**config.mk**
```make
export PLATFORM = sky130hd
export DESIGN_NAME = mem_arbiter
export DESIGN_NICKNAME = d
export VERILOG_FILES = /design/src/rtl/mem_arb_pkg.sv /design/src/rtl/mem_arb_streak.sv /design/src/rtl/mem_arbiter.sv
export SDC_FILE = /design/constraint.sdc
export NUM_CORES = 1
export LEC_CHECK = 0
export ABC_AREA = 1
export BUFFER_PORTS_ARGS = -buffer_cell sky130_fd_sc_hd__buf_2
export CORE_MARGIN = 2
export CORE_UTILIZATION = 42
export CTS_CLUSTER_SIZE = 14
export DETAILED_ROUTE_END_ITERATION = 6
export HOLD_SLACK_MARGIN = 0.05
export PLACE_DENSITY = 0.77
export SLEW_MARGIN = 30
export SYNTH_ARGS = -nofsm -noshare
export SYNTH_HDL_FRONTEND = slang
export SYNTH_SLANG_ARGS = --single-unit
```
**constraint.sdc**
```tcl
create_clock -name CLK -period 1.61 [get_ports CLK]
set_input_delay 0.4025 -clock CLK [delete_from_list [all_inputs] [get_ports CLK]]
set_output_delay 0.4025 -clock CLK [all_outputs]
set_load 0.02 [all_outputs]
```
**src/rtl/mem_arb_pkg.sv**
```systemverilog
// Shared types and default widths for the instruction/data memory arbiter.
package mem_arb_pkg;

  localparam int unsigned ADDR_W_DEF     = 32;
  localparam int unsigned DATA_W_DEF     = 32;
  localparam int unsigned STREAK_MAX_DEF = 4;

  typedef enum logic [1:0] {
    ARB_IDLE,
    ARB_IBUSY,
    ARB_DBUSY
  } arb_state_t;

  typedef enum logic {
    PORT_I,
    PORT_D
  } arb_port_t;

endpackage

```
**src/rtl/mem_arb_streak.sv**
```systemverilog
// Grant decision between the fetch and memory ports plus the saturating
// count of data grants taken while an instruction request is pending.
module mem_arb_streak
  import mem_arb_pkg::*;
#(
  parameter int unsigned STREAK_MAX = STREAK_MAX_DEF
) (
  input  logic      CLK,
  input  logic      Reset,
  input  logic      i_elig,
  input  logic      d_elig,
  input  logic      i_req,
  output arb_port_t grant_port,
  output logic      grant_valid
);

  localparam int unsigned CW = $clog2(STREAK_MAX + 1);
  localparam logic [CW-1:0] SMAX = CW'(STREAK_MAX);

  logic [CW-1:0] streak;

  // Data wins ties until it has starved the fetch port STREAK_MAX times.
  always_comb begin
    grant_valid = i_elig | d_elig;
    grant_port  = PORT_I;
    if (d_elig && (!i_elig || streak != SMAX)) begin
      grant_port = PORT_D;
    end
  end

  always_ff @(posedge CLK) begin
    if (Reset) begin
      streak <= '0;
    end else if (grant_valid) begin
      if (grant_port == PORT_D && i_req) begin
        if (streak != SMAX) begin
          streak <= streak + 1'b1;
        end
      end else begin
        streak <= '0;
      end
    end
  end

endmodule

```
**src/rtl/mem_arbiter.sv**
```systemverilog
// Single-port memory arbiter between the fetch (I) and memory-stage (D)
// ports: serializes requests, runs the memory handshake, pulses Valid.
module mem_arbiter
  import mem_arb_pkg::*;
#(
  parameter int unsigned ADDR_W     = ADDR_W_DEF,
  parameter int unsigned DATA_W     = DATA_W_DEF,
  parameter int unsigned STREAK_MAX = STREAK_MAX_DEF
) (
  input  logic              CLK,
  input  logic              Reset,
  input  logic              IReqF,
  input  logic [ADDR_W-1:0] IAddrF,
  output logic [DATA_W-1:0] IRdataF,
  output logic              IValidF,
  input  logic              DReqM,
  input  logic              DWeM,
  input  logic [ADDR_W-1:0] DAddrM,
  input  logic [DATA_W-1:0] DWdataM,
  output logic [DATA_W-1:0] DRdataM,
  output logic              DValidM,
  output logic              StallMemF,
  output logic              StallMemM,
  output logic              MemReq,
  output logic              MemWe,
  output logic [ADDR_W-1:0] MemAddr,
  output logic [DATA_W-1:0] MemWdata,
  input  logic [DATA_W-1:0] MemRdata,
  input  logic              MemAck
);

  arb_state_t state;
  arb_port_t  grant_port;
  logic       grant_valid;
  logic       i_elig;
  logic       d_elig;

  // A port in its Valid cycle still holds Req; masking it avoids a regrant.
  assign i_elig = (state == ARB_IDLE) && IReqF && !IValidF;
  assign d_elig = (state == ARB_IDLE) && DReqM && !DValidM;

  assign StallMemF = IReqF & ~IValidF;
  assign StallMemM = DReqM & ~DValidM;

  mem_arb_streak #(
    .STREAK_MAX(STREAK_MAX)
  ) u_streak (
    .CLK        (CLK),
    .Reset      (Reset),
    .i_elig     (i_elig),
    .d_elig     (d_elig),
    .i_req      (IReqF),
    .grant_port (grant_port),
    .grant_valid(grant_valid)
  );

  always_ff @(posedge CLK) begin
    if (Reset) begin
      state    <= ARB_IDLE;
      MemReq   <= 1'b0;
      MemWe    <= 1'b0;
      MemAddr  <= '0;
      MemWdata <= '0;
      IRdataF  <= '0;
      DRdataM  <= '0;
      IValidF  <= 1'b0;
      DValidM  <= 1'b0;
    end else begin
      IValidF <= 1'b0;
      DValidM <= 1'b0;
      unique case (state)
        ARB_IDLE: begin
          if (grant_valid) begin
            MemReq <= 1'b1;
            if (grant_port == PORT_D) begin
              MemWe    <= DWeM;
              MemAddr  <= DAddrM;
              MemWdata <= DWdataM;
              state    <= ARB_DBUSY;
            end else begin
              MemWe   <= 1'b0;
              MemAddr <= IAddrF;
              state   <= ARB_IBUSY;
            end
          end
        end
        ARB_IBUSY: begin
          if (MemAck) begin
            MemReq  <= 1'b0;
            IRdataF <= MemRdata;
            IValidF <= 1'b1;
            state   <= ARB_IDLE;
          end
        end
        ARB_DBUSY: begin
          if (MemAck) begin
            MemReq <= 1'b0;
            if (!MemWe) begin
              DRdataM <= MemRdata;
            end
            DValidM <= 1'b1;
            state   <= ARB_IDLE;
          end
        end
        default: state <= ARB_IDLE;
      endcase
    end
  end

endmodule

```
==> metrics.txt, run 1 <==
I/O pins 268; CP Class reg2reg; reg2reg end MemAddr[11]; slew of the pin with the lowest slew margin 0.364 ns; number of fill cells 1162; area occupied by multi-input gates approximately 0.0023 mm²; Final Worst Setup Slack 0.0710 ns; Worst-path clk slew around 0.06 ns; crit-path cells inv_1 > ha_1 > nand2_2 > inv_2 > nand2_2 > nand2_4 > clkinv_8 > buf_12 > nand2_1 > nand3_1 > nand3_2 > inv_1; worst-path maximum fanout 15; R2R cell count 12; Initial Util about 43%; HP Class in2reg; vias in the first global route approximately 5100; GRT met3 Usage between 7 and 8%; layout cell share with drive strength beyond 1 roughly 37%; global-route total usage across every layer between 20% and 30%; Setup Skew 0.00391 ns; Final setup viols 0; hold violation total from the final report 0; post-route total power between 0.01 and 0.015 W; Power Density 1900 mW/mm²; die width between 100 and 150 µm; R2R setup slack roughly 0.071 ns; Storage cell area 0.00275 mm²; Mapped Cells 735; dpl ws 0.0140 ns; Worst Hold Launch MemRdata[31]; WL per Instance ~13 µm; vias per inst between 4 and 5; Critical Path Max Stage Delay 0.32 ns; Initial DRT Pass Iterations 5; first-pass GRT wire length between 20000 and 25000 µm; fin. max-slew vios 0; met2 usage roughly 37%; Seq/Total Area, Yosys ~50%; Post-Syn Nets a little under 900; largest net degree at the start of global routing slightly above 70; antenna-violating nets left 0; Lkg Pwr between 4 and 5 nW; CTS Sinks 137; Final Cycle Share approximately 96%; final layout net count between 1000 and 1500; most frequent cells in the layout buf_2 (267), nor2_1 (198), dfxtp_1 (135), o21ai_0 (91), nand3_1 (69); post-synth top area cell dfxtp_1; max-cap viol count 0; critical path launch point type flip-flop; global route overflow 0; clk buf depth 2; # rows slightly above 40; CP Capture Type flip-flop; Peak Freq around 650 MHz; hold path cells 3; gr busiest metal met2; Post-Syn Area 0.00549 mm²; CTS tree done; required time worst endpoint about 1.9 ns; status finished clean; Routed WL 15800 µm; initial antenna violation count 1; GPL Wtd Cong roughly 0.84; Post-Syn Area per Cell between 7 and 8 µm²; worst rel slew slack between 70% and 80%; Core ar. 0.0127 mm²; RR Startpoint u_streak.streak[0]; Slowest cell on crit path dfxtp_2; PortBufs around 270; die height between 100 and 150 µm; diode count 0; post-DP HPWL between 10000 and 15000 µm; drt first-iter violations 360; CTS buffer count 17; Worst Hold End DRdataM[31]; Clock Latency Late Sink approximately 0.41 ns; Yosys reg bits between 100 and 150; synth unique cells 23; Yosys top cell area share 50.0%; commonest non-fill, non-tap cell in the layout buf_2; DRC viols 0; Period minus WS final 1.54 ns; Syn. warnings 0; crit path DAT 1.85 ns; worst vdd ir roughly 1.1 mV; CTS H-Tree Depth 4; detailed-route via count 5560; Die ar. 0.0140 mm²; Layout area overhead 41.9%; top post-synthesis cells by area dfxtp_1 (50%), nor2_1 (14%), o21ai_0 (8.5%), nand3_1 (6.5%), nand2_1 (4.8%); M1 GR Usage 24.9%; Clock Root Buffer clkbuf_16
-- flip-flops by register name (all words and copies together), names as in the netlist --
signal           cells
DRdataM             32
DValidM              1
IRdataF             32
IValidF              1
MemAddr             32
MemReq               1
MemWdata            32
MemWe                1
state                2
u_streak.streak      3
-- layout make-up --
| cell class | count | share of cell area (%) |
|---|---|---|
| Timing Repair Buffer | 293 | 21.7 |
| Inverter | 49 | 2.54 |
| Multi-Input combinational cell | 501 | 30.0 |
| Clock inverter | 11 | 1.88 |
| Sequential cell | 137 | 35.2 |
| Clock buffer | 20 | 5.86 |
| Tap cell | 172 | 2.76 |
-- report_power, final --
part	leakage [nW]	total [W]	internal (W)	switching [W]
Sequential	1.13	0.00475	0.00431	0.000431
Clock	0.292	0.00395	0.00251	0.00144
Combinational	2.72	0.00612	0.00240	0.00372
-- worst max-delay path by stage --
stage / start / end / cells past startpoint
after detailed placement: state[0] / MemAddr[31] / 8
after floorplan: state[0] / MemAddr[15] / 8
after CTS: u_streak.streak[0] / MemAddr[0] / 12
after global routing: u_streak.streak[0] / MemAddr[11] / 12
after global placement: state[0] / MemAddr[3] / 8
final: u_streak.streak[0] / MemAddr[11] / 12
-- per-layer routing --
metal | vias to the layer above | wire length [µm]
li1 | 2846 | -
met1 | 2444 | 6430
met2 | 225 | 7500
met3 | 43 | 1320
met4 | 2 | 500
met5 | - | 13
-- Yosys cell counts --
cell and n:
nand4_1 5, ha_1 6, nand3b_1 1, or2_1 14
inv_2 3, clkbuf_1 24, clkbuf_2 1, nand2_1 70
or2_2 19, o21ai_0 93, inv_1 46, buf_12 1
buf_1 1, nand3_1 71, buf_6 5, nand2_2 13
buf_2 11, nor2_1 199, o21ai_1 3, buf_4 5
nor2_4 2, a21oi_1 5, dfxtp_1 137
-- stage by stage --
stage               std cells  hold WS [ns]  utilization [%]  TNS [ns]  instance area (µm²)
floorplan                 735         0.456                -         0                 5490
global placement         1149         0.456             55.8         0                 7060
detailed placement       1149         0.467             55.8         0                 7060
CTS                      1180         0.201             60.6         0                 7680
global route             1183         0.226             61.5   -0.0371                 7790
finish                   1183         0.219             61.5         0                 7790
-- logic make-up after synthesis --
kind of cell,after synthesis,synth area share (%)
compound gates,101,9.21
fa+ha+maj,6,1.37
buf+inv,97,8.23
flops,137,50.0
simple gates,394,31.2
-- timing repair --
item | in CTS | in global routing
pin swaps | 2 | 3
hold buffers | 0 | 0
gates resized for setup | 3 | 18
setup endpoints to repair | 15 | 56
buffers inserted | 0 | 1
gates cloned | 0 | 2
-- worst max-delay path, delay by kind of cell, from the launching register on --
kind / cells / cell delay [ns]
simple gates: 6 / 0.51
buf+inv: 5 / 0.43
flops: 1 / 0.32
fa+ha+maj: 1 / 0.16
(Power assumes the default switching activity.)
==> inputs of run 2 (changes only) <==
Settings changed: CORE_UTILIZATION 42 to 41, PLACE_DENSITY 0.77 to 0.83, SYNTH_HIERARCHICAL set to 1.
==> metrics.txt, run 2 <==
top post-synthesis cells by area dfxtp_1 (51%), nor2_1 (14%), nand2_1 (12%), o21ai_0 (7.2%), a21oi_1 (3.4%); CTS H-Tree Depth 4; vias in the first global route approximately 5300; RR Startpoint state[1]; final layout net count between 1000 and 1500; diode count 0; max-cap viol count 0; commonest non-fill, non-tap cell in the layout buf_2; Peak Freq around 570 MHz; hold path cells 3; I/O pins about 270; Post-Syn Nets 883; worst rel slew slack 66.5%; DRC viols 0; Seq/Total Area, Yosys 50.8%; dpl ws -0.216 ns; CTS tree done; Final Worst Setup Slack -0.154 ns; Core ar. around 0.013 mm²; worst-path maximum fanout 8; violations in the final reports negative setup slack; Layout area overhead 53.9%; Setup Skew between 0.009 and 0.01 ns; Post-synth EDFFs 0; Lkg Pwr ~4.3 nW; post-DP HPWL about 11000 µm; Period minus WS final 1.76 ns; Yosys reg bits around 140; post-route total power about 0.016 W; Initial Util between 40% and 50%; Clock Root Buffer clkbuf_16; hold violation total from the final report 0; top cells by count, synth nor2_1 (200), nand2_1 (178), dfxtp_1 (137); PortBufs around 270; Die ar. 0.0141 mm²; Worst Hold End MemWdata[4]; crit path DAT about 2.0 ns; reg2reg end MemAddr[19]; CP Class reg2reg; Power Density a little under 2000 mW/mm²; RSZ-0062 raised after global routing yes; Worst Hold Launch DWdataM[4]; most common cell in the netlist nor2_1; # rows between 40 and 50; Layout Utilization about 65%; CP most frequent cell nand2_4; die width roughly 120 µm; first-pass GRT wire length between 20000 and 30000 µm; most frequent cells in the layout buf_2 (267), nor2_1 (196), dfxtp_1 (135), nand2_1 (132), o21ai_0 (52); Slowest cell on crit path dfxtp_2; Post-Syn Area per Cell between 7 and 8 µm²; worst hold slack 0.203 ns; Clock Latency Late Sink 0.41 ns; fin. max-slew vios 0; R2R cell count 13; CP Capture Type flip-flop; R2R setup slack -0.15 ns; Final Cycle Share 110%; status complete, but fails checks; die height between 100 and 150 µm; Final setup viols between 60 and 70; Worst-path clk slew around 0.060 ns; vias per inst 4.80; layout cell share with drive strength beyond 1 a little over two fifths; synth unique cells 23; post-synth top area cell dfxtp_1; required time worst endpoint roughly 1.9 ns; crit-path cells inv_2 > ha_4 > inv_4 > nor3_4 > nand3_2 > nand2_4 > inv_6 > buf_8 > clkbuf_16 > nand2_4 > nand2_2 > nand2_1 > a21oi_1; Routed WL approximately 17000 µm; antenna-violating nets left 0; Synth Flop Type dfxtp_1; detailed-route via count 5841; CTS Sinks about 140; clk buf depth 2; drt first-iter violations around 270; initial antenna violation count 0; GPL Wtd Cong between 0.7 and 0.8; Critical Path Max Stage Delay 0.32 ns; Yosys top cell area share slightly above 50%; # hold bufs at CTS 0; CTS buffer count 17; critical path launch point type flip-flop; Initial DRT Pass Iterations 4; WL per Instance approximately 14 µm; asr flop ratio synth 0%; global-route total usage across every layer a little under a quarter; Syn. warnings 6; HP Class in2reg; Mapped Cells between 700 and 800; global route overflow 0; largest net degree at the start of global routing 48; slew of the pin with the lowest slew margin 0.503 ns; worst vdd ir roughly 1.1 mV; Post-Syn Area 0.00540 mm²
-- run 2: changes by cell type in the layout (fill, tap and decap cells not counted), sizes merged, moves of 21 or more --
cell,before,now
buf,291,312
or2,33,1
nand3,71,7
nand2,83,180
inv,48,25
a21oi,5,37
-- run 2: kinds of logic after synthesis --
family	synth area share, %
buf+inv	6.77
compound gates	12.3
simple gates	28.7
flops	50.8
fa+ha+maj	1.39
-- run 2: worst max path at each step --
| stage | from | to | slack (ns) | cells after the start |
|---|---|---|---|---|
| after floorplan | state[1] | MemWdata[1] | -0.09 | 12 |
| after global placement | DReqM | MemAddr[29] | -0.15 | 11 |
| after detailed placement | DReqM | MemAddr[8] | -0.22 | 11 |
| after CTS | state[1] | MemWdata[13] | -0.09 | 12 |
| after global routing | state[1] | MemWdata[23] | -0.24 | 13 |
| final | state[1] | MemAddr[19] | -0.15 | 13 |
-- run 2: timing repair --
item,in CTS,in global routing
setup buffers,3,4
gates resized for setup,29,105
setup endpoints to repair,68,71
cloned,1,4
pin swaps,2,22
-- run 2: cell type report --
| type | count | area (µm²) |
|---|---|---|
| fillers | 1071 | 4410 |
| flip-flops and latches | 137 | 2750 |
| multi-input cells | 536 | 2670 |
| repair buffers | 315 | 1890 |
| clock buffers | 20 | 447 |
| clock inverters | 11 | 219 |
| well taps | 172 | 215 |
| inverters | 24 | 120 |
| repair inverters | 1 | 11.3 |
-- run 2: stage by stage --
step           area, µm²  cells  TNS, ns
2_1_floorplan       5450    743    -4.46
3_3_place_gp        7060   1174    -7.67
3_5_place_dp        7060   1174   -11.15
4_1_cts             7840   1209    -2.57
5_1_grt             8310   1216   -11.96
6_report            8310   1216    -6.02
-- run 2: power breakdown --
part | switching [W] | total (W) | internal, W
Sequential | 0.000515 | 0.00488 | 0.00436
Combinational | 0.00436 | 0.00705 | 0.00269
Clock | 0.00145 | 0.00439 | 0.00295
-- run 2: critical path, delay by kind of cell (launching register included) --
| family | cells | cell delay (ns) |
|---|---|---|
| AND/OR/NAND/NOR | 6 | 0.58 |
| adder cells (fa/ha/maj) | 1 | 0.15 |
| flip-flops | 1 | 0.32 |
| buffers and inverters | 5 | 0.50 |
| AO/OA/AOI/OAI | 1 | 0.08 |
-- run 2: layer usage --
metal	wire length [µm]	vias up	global-route usage, %
met4	204	0	6.92
met5	0	-	0
met3	1500	17	7.92
met2	8790	252	39.0
li1	-	2925	-
met1	6840	2647	26.2
